**src/rtl/branch_sequencer_if.sv**
```systemverilog
// branch_sequencer_if: start/done handshake, branch inputs, datapath strobes and debug counters
interface branch_sequencer_if #(parameter int CNT_W = 16);
    logic             start;
    logic [4:0]       ir_op;
    logic             con_ff;
    logic             mem_ready;
    logic             busy, done, illegal;
    logic             pc_out, mar_in, inc_pc, z_in, zlow_out, pc_in;
    logic             read, mdata_in, mdr_in, mdr_out, ir_in, gra, r_out, con_in, y_in, c_out, alu_add;
    logic [CNT_W-1:0] taken_cnt, not_taken_cnt;
    modport master(
        output start, ir_op, con_ff, mem_ready,
        input  busy, done, illegal,
        input  pc_out, mar_in, inc_pc, z_in, zlow_out, pc_in,
        input  read, mdata_in, mdr_in, mdr_out, ir_in, gra, r_out, con_in, y_in, c_out, alu_add,
        input  taken_cnt, not_taken_cnt
    );
    modport slave(
        input  start, ir_op, con_ff, mem_ready,
        output busy, done, illegal,
        output pc_out, mar_in, inc_pc, z_in, zlow_out, pc_in,
        output read, mdata_in, mdr_in, mdr_out, ir_in, gra, r_out, con_in, y_in, c_out, alu_add,
        output taken_cnt, not_taken_cnt
    );
endinterface

```
**src/rtl/branch_sequencer.sv**
```systemverilog
// branch_sequencer: sequences conditional branches through T0..T6 with saturating taken/not-taken counters.
// Define MEM_WAIT_EN to hold T1 until mem_ready; otherwise mem_ready is ignored.
module branch_sequencer #(
    parameter logic [4:0] BR_OPCODE = 5'b10010,
    parameter int          CNT_W     = 16
) (
    input logic              clk,
    input logic              clear,
    branch_sequencer_if.slave bus
);
    typedef enum logic [2:0] {IDLE, T0, T1, T2, T3, T4, T5, T6} state_t;
    state_t           state, state_nxt;
    logic [CNT_W-1:0] taken_q, not_taken_q;
    logic             is_br;
    assign is_br = bus.ir_op == BR_OPCODE;
    always_ff @(posedge clk) begin
        if (!clear) begin
            state       <= IDLE;
            taken_q     <= '0;
            not_taken_q <= '0;
        end else begin
            state <= state_nxt;
            if (state == T6 && bus.con_ff && taken_q != '1)
                taken_q <= taken_q + 1'b1;
            if (state == T6 && !bus.con_ff && not_taken_q != '1)
                not_taken_q <= not_taken_q + 1'b1;
        end
    end
    always_comb begin
        state_nxt = state;
        case (state)
            IDLE:    state_nxt = bus.start ? T0 : IDLE;
            T0:      state_nxt = T1;
`ifdef MEM_WAIT_EN
            T1:      state_nxt = bus.mem_ready ? T2 : T1;
`else
            T1:      state_nxt = T2;
`endif
            T2:      state_nxt = T3;
            T3:      state_nxt = is_br ? T4 : IDLE;
            T4:      state_nxt = T5;
            T5:      state_nxt = T6;
            default: state_nxt = IDLE;
        endcase
    end
    // Moore decode; only pc_in in T6 and the T3 opcode check look at inputs
    assign bus.busy     = state != IDLE;
    assign bus.done     = state == T6;
    assign bus.illegal  = state == T3 && !is_br;
    assign bus.pc_out   = state == T0 || state == T4;
    assign bus.mar_in   = state == T0;
    assign bus.inc_pc   = state == T0;
    assign bus.z_in     = state == T0 || state == T5;
    assign bus.zlow_out = state == T1 || state == T6;
    assign bus.pc_in    = state == T1 || (state == T6 && bus.con_ff);
    assign bus.read     = state == T1;
    assign bus.mdata_in = state == T1;
    assign bus.mdr_in   = state == T1;
    assign bus.mdr_out  = state == T2;
    assign bus.ir_in    = state == T2;
    assign bus.gra      = state == T3;
    assign bus.r_out    = state == T3;
    assign bus.con_in   = state == T3 && is_br;
    assign bus.y_in     = state == T4;
    assign bus.c_out    = state == T5;
    assign bus.alu_add  = state == T5;
    assign bus.taken_cnt     = taken_q;
    assign bus.not_taken_cnt = not_taken_q;
endmodule

```
**src/flat_wrapper.sv**
```systemverilog
// flat-port wrapper written by rule: the top's interface ports become plain ports
module branch_sequencer_flat 
#(
    parameter logic [4:0] BR_OPCODE = 5'b10010,
    parameter int          CNT_W     = 16
)
  (clk, clear, bus_start, bus_ir_op, bus_con_ff, bus_mem_ready, bus_busy, bus_done, bus_illegal, bus_pc_out, bus_mar_in, bus_inc_pc, bus_z_in, bus_zlow_out, bus_pc_in, bus_read, bus_mdata_in, bus_mdr_in, bus_mdr_out, bus_ir_in, bus_gra, bus_r_out, bus_con_in, bus_y_in, bus_c_out, bus_alu_add, bus_taken_cnt, bus_not_taken_cnt);
  branch_sequencer_if #(.CNT_W(CNT_W)) bus_i ();
  input logic clk;
  input logic clear;
  input wire logic [$bits(bus_i.start)-1:0] bus_start;
  input wire logic [$bits(bus_i.ir_op)-1:0] bus_ir_op;
  input wire logic [$bits(bus_i.con_ff)-1:0] bus_con_ff;
  input wire logic [$bits(bus_i.mem_ready)-1:0] bus_mem_ready;
  output wire logic [$bits(bus_i.busy)-1:0] bus_busy;
  output wire logic [$bits(bus_i.done)-1:0] bus_done;
  output wire logic [$bits(bus_i.illegal)-1:0] bus_illegal;
  output wire logic [$bits(bus_i.pc_out)-1:0] bus_pc_out;
  output wire logic [$bits(bus_i.mar_in)-1:0] bus_mar_in;
  output wire logic [$bits(bus_i.inc_pc)-1:0] bus_inc_pc;
  output wire logic [$bits(bus_i.z_in)-1:0] bus_z_in;
  output wire logic [$bits(bus_i.zlow_out)-1:0] bus_zlow_out;
  output wire logic [$bits(bus_i.pc_in)-1:0] bus_pc_in;
  output wire logic [$bits(bus_i.read)-1:0] bus_read;
  output wire logic [$bits(bus_i.mdata_in)-1:0] bus_mdata_in;
  output wire logic [$bits(bus_i.mdr_in)-1:0] bus_mdr_in;
  output wire logic [$bits(bus_i.mdr_out)-1:0] bus_mdr_out;
  output wire logic [$bits(bus_i.ir_in)-1:0] bus_ir_in;
  output wire logic [$bits(bus_i.gra)-1:0] bus_gra;
  output wire logic [$bits(bus_i.r_out)-1:0] bus_r_out;
  output wire logic [$bits(bus_i.con_in)-1:0] bus_con_in;
  output wire logic [$bits(bus_i.y_in)-1:0] bus_y_in;
  output wire logic [$bits(bus_i.c_out)-1:0] bus_c_out;
  output wire logic [$bits(bus_i.alu_add)-1:0] bus_alu_add;
  output wire logic [$bits(bus_i.taken_cnt)-1:0] bus_taken_cnt;
  output wire logic [$bits(bus_i.not_taken_cnt)-1:0] bus_not_taken_cnt;
  assign bus_i.start = bus_start;
  assign bus_i.ir_op = bus_ir_op;
  assign bus_i.con_ff = bus_con_ff;
  assign bus_i.mem_ready = bus_mem_ready;
  assign bus_busy = bus_i.busy;
  assign bus_done = bus_i.done;
  assign bus_illegal = bus_i.illegal;
  assign bus_pc_out = bus_i.pc_out;
  assign bus_mar_in = bus_i.mar_in;
  assign bus_inc_pc = bus_i.inc_pc;
  assign bus_z_in = bus_i.z_in;
  assign bus_zlow_out = bus_i.zlow_out;
  assign bus_pc_in = bus_i.pc_in;
  assign bus_read = bus_i.read;
  assign bus_mdata_in = bus_i.mdata_in;
  assign bus_mdr_in = bus_i.mdr_in;
  assign bus_mdr_out = bus_i.mdr_out;
  assign bus_ir_in = bus_i.ir_in;
  assign bus_gra = bus_i.gra;
  assign bus_r_out = bus_i.r_out;
  assign bus_con_in = bus_i.con_in;
  assign bus_y_in = bus_i.y_in;
  assign bus_c_out = bus_i.c_out;
  assign bus_alu_add = bus_i.alu_add;
  assign bus_taken_cnt = bus_i.taken_cnt;
  assign bus_not_taken_cnt = bus_i.not_taken_cnt;
  branch_sequencer #(.BR_OPCODE(BR_OPCODE), .CNT_W(CNT_W)) u_core (.clk(clk), .clear(clear), .bus(bus_i));
endmodule
```
**config.mk**
```make
export PLATFORM = sky130hd
export DESIGN_NAME = branch_sequencer_flat
export DESIGN_NICKNAME = d
export VERILOG_FILES = /design/src/rtl/branch_sequencer_if.sv /design/src/rtl/branch_sequencer.sv /design/src/flat_wrapper.sv
export SDC_FILE = /design/constraint.sdc
export NUM_CORES = 1
export LEC_CHECK = 0
export CAP_MARGIN = 20
export CORE_MARGIN = 2
export CORE_UTILIZATION = 57
export CTS_BUF_LIST = sky130_fd_sc_hd__clkbuf_4
export CTS_CLUSTER_SIZE = 24
export DETAILED_ROUTE_END_ITERATION = 8
export DONT_BUFFER_PORTS = 1
export PLACE_DENSITY = 0.72
export SLEW_MARGIN = 20
export SYNTH_ARGS = -nofsm -noshare
export SYNTH_HDL_FRONTEND = slang
export SYNTH_SLANG_ARGS = --single-unit
```
**constraint.sdc**
```tcl
create_clock -name clk -period 2.3 [get_ports clk]
set_input_delay 0 -clock clk [delete_from_list [all_inputs] [get_ports clk]]
set_output_delay 0 -clock clk [all_outputs]
set_load 0.02 [all_outputs]
```
==> flow_summary_export.csv <==
group,metric,value,unit
sta,setup_viol,0,
pwr,seq_power_share,52.0,%
die,die_h,62.4,um
setup_path,cp-end-kind,"flop",
sta,tightest_slew,0.808,ns
routing,antenna_left,0,
sta,tns,0,ns
final_layout,finish.utilization,64.7,%
synth,synth_warnings,0,
setup_path,rrSetupSlack,0.27,ns
placement,post-place-ws,0.259,ns
status,status,"complete, no violations",
pwr,ir_worst_vdd,0.495,mV
pwr,switching_power,0.418,mW
placement,gp_congestion,0.781,
setup_path,crit_arrival,2.29,ns
routing,drtIter0Drc,101,
synth,synthArstFlopShare,0,%
clocking,cts_tree,"done",
routing,vias_per_cell,5.95,
setup_path,worstPathRequired,2.56,ns
sta,maxSlewHeadroom,46.0,%
grt,overflow,0,
clocking,clock-sinks,35,
pwr,p_clk_share,25.8,%
routing,dr.pass1.iters,4,
synth,synth_area,1940,um^2
pwr,p_int,0.807,mW
synth,synth_edf_count,0,
pwr,powerDensity,572,nW/um^2
final_layout,diodes,0,
clocking,post_cts_buffers,0,
sta,slew_viol_final,0,
setup_path,startpoint_type,"flop",
die,die_area,3890,um^2
synth,synth_seq_area_share,36.1,%
sta,rsz0062_at_grt,"false",
routing,wl_per_cell,14.5,um
die,ios,62,
hold_path,hp-class,"in -> reg",
setup_path,critPathMaxFanout,9,
sta,period_share,88.3,%
final_layout,syn_to_final_growth,10.2,%
synth,syn_nets,259,
placement,placed_cells,293,
grt,grt_max_degree,23,
final_layout,fin_area,2140,um^2
placement,hpwl,3.12,mm
final_layout,fill_cells,323,
sta,skew,0.0166,ns
synth,yosys.area.top_type,"dfxtp_1",
synth,yosys-top-cells-area,"dfxtp_1, a21oi_1, ha_1",
setup_path,worstReg2RegStart,"u_core.state[0]",
run,drv_cap,0,
die,rows,21,
final_layout,nNetsFinal,274,
pwr,finalPower,1.22,mW
synth,postSynthCellCount,242,
routing,routed_wl,4.41,mm
synth,synth_top_area_share,36.1,%
setup_path,r2r-end,"u_core.bus.taken_cnt[15]",
grt,grt_pass1_vias,1684,
placement,io_buffers,0,
routing,vias,1802,
pwr,p_leak,0.731,nW
final_layout,layout-drive-gt1-share,12.1,%
clocking,cts_max_path_buffers,2,
routing,drc,0,
synth,synth-seq-cells,35,
synth,synth-main-ff-cell,"dfxtp_1",
pwr,combPwrFrac,22.2,%
die,start_util,58.7,%
sta,worst_slack,0.268,ns
placement,dpl_cell_area,2060,um^2
clocking,cts-buffers-inserted,5,
pwr,switching_share,34.1,%
sta,max_freq,492,MHz
grt,grt_usage,23.8,%
clocking,clk_pin_slew,0.11,ns
setup_path,path_class,"reg -> reg",
die,core,3310,um^2
grt,grt_pass1_wl,7.52,mm
sta,hold_violations,0,
clocking,htreeDepth,2,
setup_path,cp-endpoint,"u_core.bus.taken_cnt[15]",
synth,yosysUniqueCellTypes,39,
setup_path,r2r_cells,5,
grt,antenna_found_initial,0,
setup_path,critPathLaunch,"u_core.state[0]",
die,fp.dieW,62.4,um
sta,whs,0.00672,ns
sta,fin_crit,2.03,ns
clocking,clockRootBuffer,"clkbuf_4",
final_layout,fin_cells,303,
synth,synth.avg_cell_area,8.02,um^2
clocking,clk_latency,0.35,ns
## synthesized netlist by cell type, types with 2 or more instances
master,count
ha_1,7
o41ai_1,2
nor3_1,9
o311ai_0,2
nand2_1,18
a21oi_1,18
or3_1,9
nand3_1,16
nand3b_1,2
o21a_1,2
and2_1,4
or2_2,4
o21ai_0,11
inv_1,16
and3_1,3
o31ai_1,8
clkbuf_1,6
nor2_1,9
or4_1,10
dfxtp_1,35
mux2i_1,5
nand2b_1,5
a31oi_1,4
nor4_1,8
buf_4,6
nand4_1,7
nor2b_1,4
## cells in the final DEF, fill, tap and decap left out, drive strengths merged, types with 7 or more instances in the layout
master	instances
or4	10
inv	16
nand2	18
a21oi	18
o31ai	8
nand3	17
or3	9
nor4	8
nor2	9
buf	19
nand4	7
o21ai	11
dfxtp	35
ha	7
nor3	9
## worst max-delay path, stage by stage (launching register included)
cell and delay [ns]:
dfxtp_1 0.40, ha_1 0.20, nand3_2 0.15, or4_1 0.56, or4_1 0.47, and3_1 0.19
## layout make-up
cell class | instances | area, um^2 | share of cell area [%]
clock inverters | 2 | 8.76 | 0.409
repair buffers | 22 | 173 | 8.07
inverters | 16 | 60.1 | 2.81
multi-input cells | 177 | 1100 | 51.5
well taps | 46 | 57.6 | 2.69
clock buffers | 5 | 37.5 | 1.75
flip-flops and latches | 35 | 701 | 32.7
## flip-flops by register name (all words and copies together) (netlist names)
signal,flops
u_core.state,3
u_core.bus.taken_cnt,16
u_core.bus.not_taken_cnt,16
## routing by layer
metal  track usage [%]  share of wire [%]  vias to the layer above
li1                  -                  -                      917
met4              8.89                1.0                        0
met5                 0                  0                        -
met1              29.0                 45                      819
met3              7.79                7.7                        4
met2              39.4                 46                       62
## power groups by stage
| stage | Sequential, mW | Combinational (mW) | Clock [mW] |
|---|---|---|---|
| floorplan | 0.647 | 0.258 | 0 |
| global placement | 0.649 | 0.264 | 0 |
| detailed placement | 0.650 | 0.262 | 0 |
| CTS | 0.636 | 0.273 | 0.322 |
| global route | 0.638 | 0.296 | 0.354 |
| finish | 0.636 | 0.272 | 0.316 |
## cell families after synthesis
family / count (synthesis) / synth area share (%)
multiplexers: 5 / 2.58
adder cells (fa/ha/maj): 7 / 4.51
XOR/XNOR: 2 / 0.902
AO/OA/AOI/OAI: 49 / 15.7
buffers and inverters: 30 / 7.09
flip-flops: 35 / 36.1
AND/OR/NAND/NOR: 114 / 33.2
## how the worst min path moves through the flow
stage	from	end	cells after the start
floorplan	clear	u_core.bus.taken_cnt[2]	2
global placement	clear	u_core.bus.not_taken_cnt[14]	1
detailed placement	clear	u_core.bus.not_taken_cnt[14]	1
CTS	bus_con_ff	u_core.bus.taken_cnt[1]	3
global route	bus_con_ff	u_core.bus.taken_cnt[1]	3
finish	bus_con_ff	u_core.bus.taken_cnt[1]	3
## timing repair
action,CTS,global route
hold buffers,3,0
gates resized for setup,0,0
endpoints found under the hold margin,15,0
Note: power is estimated with default switching activity, not from simulation.
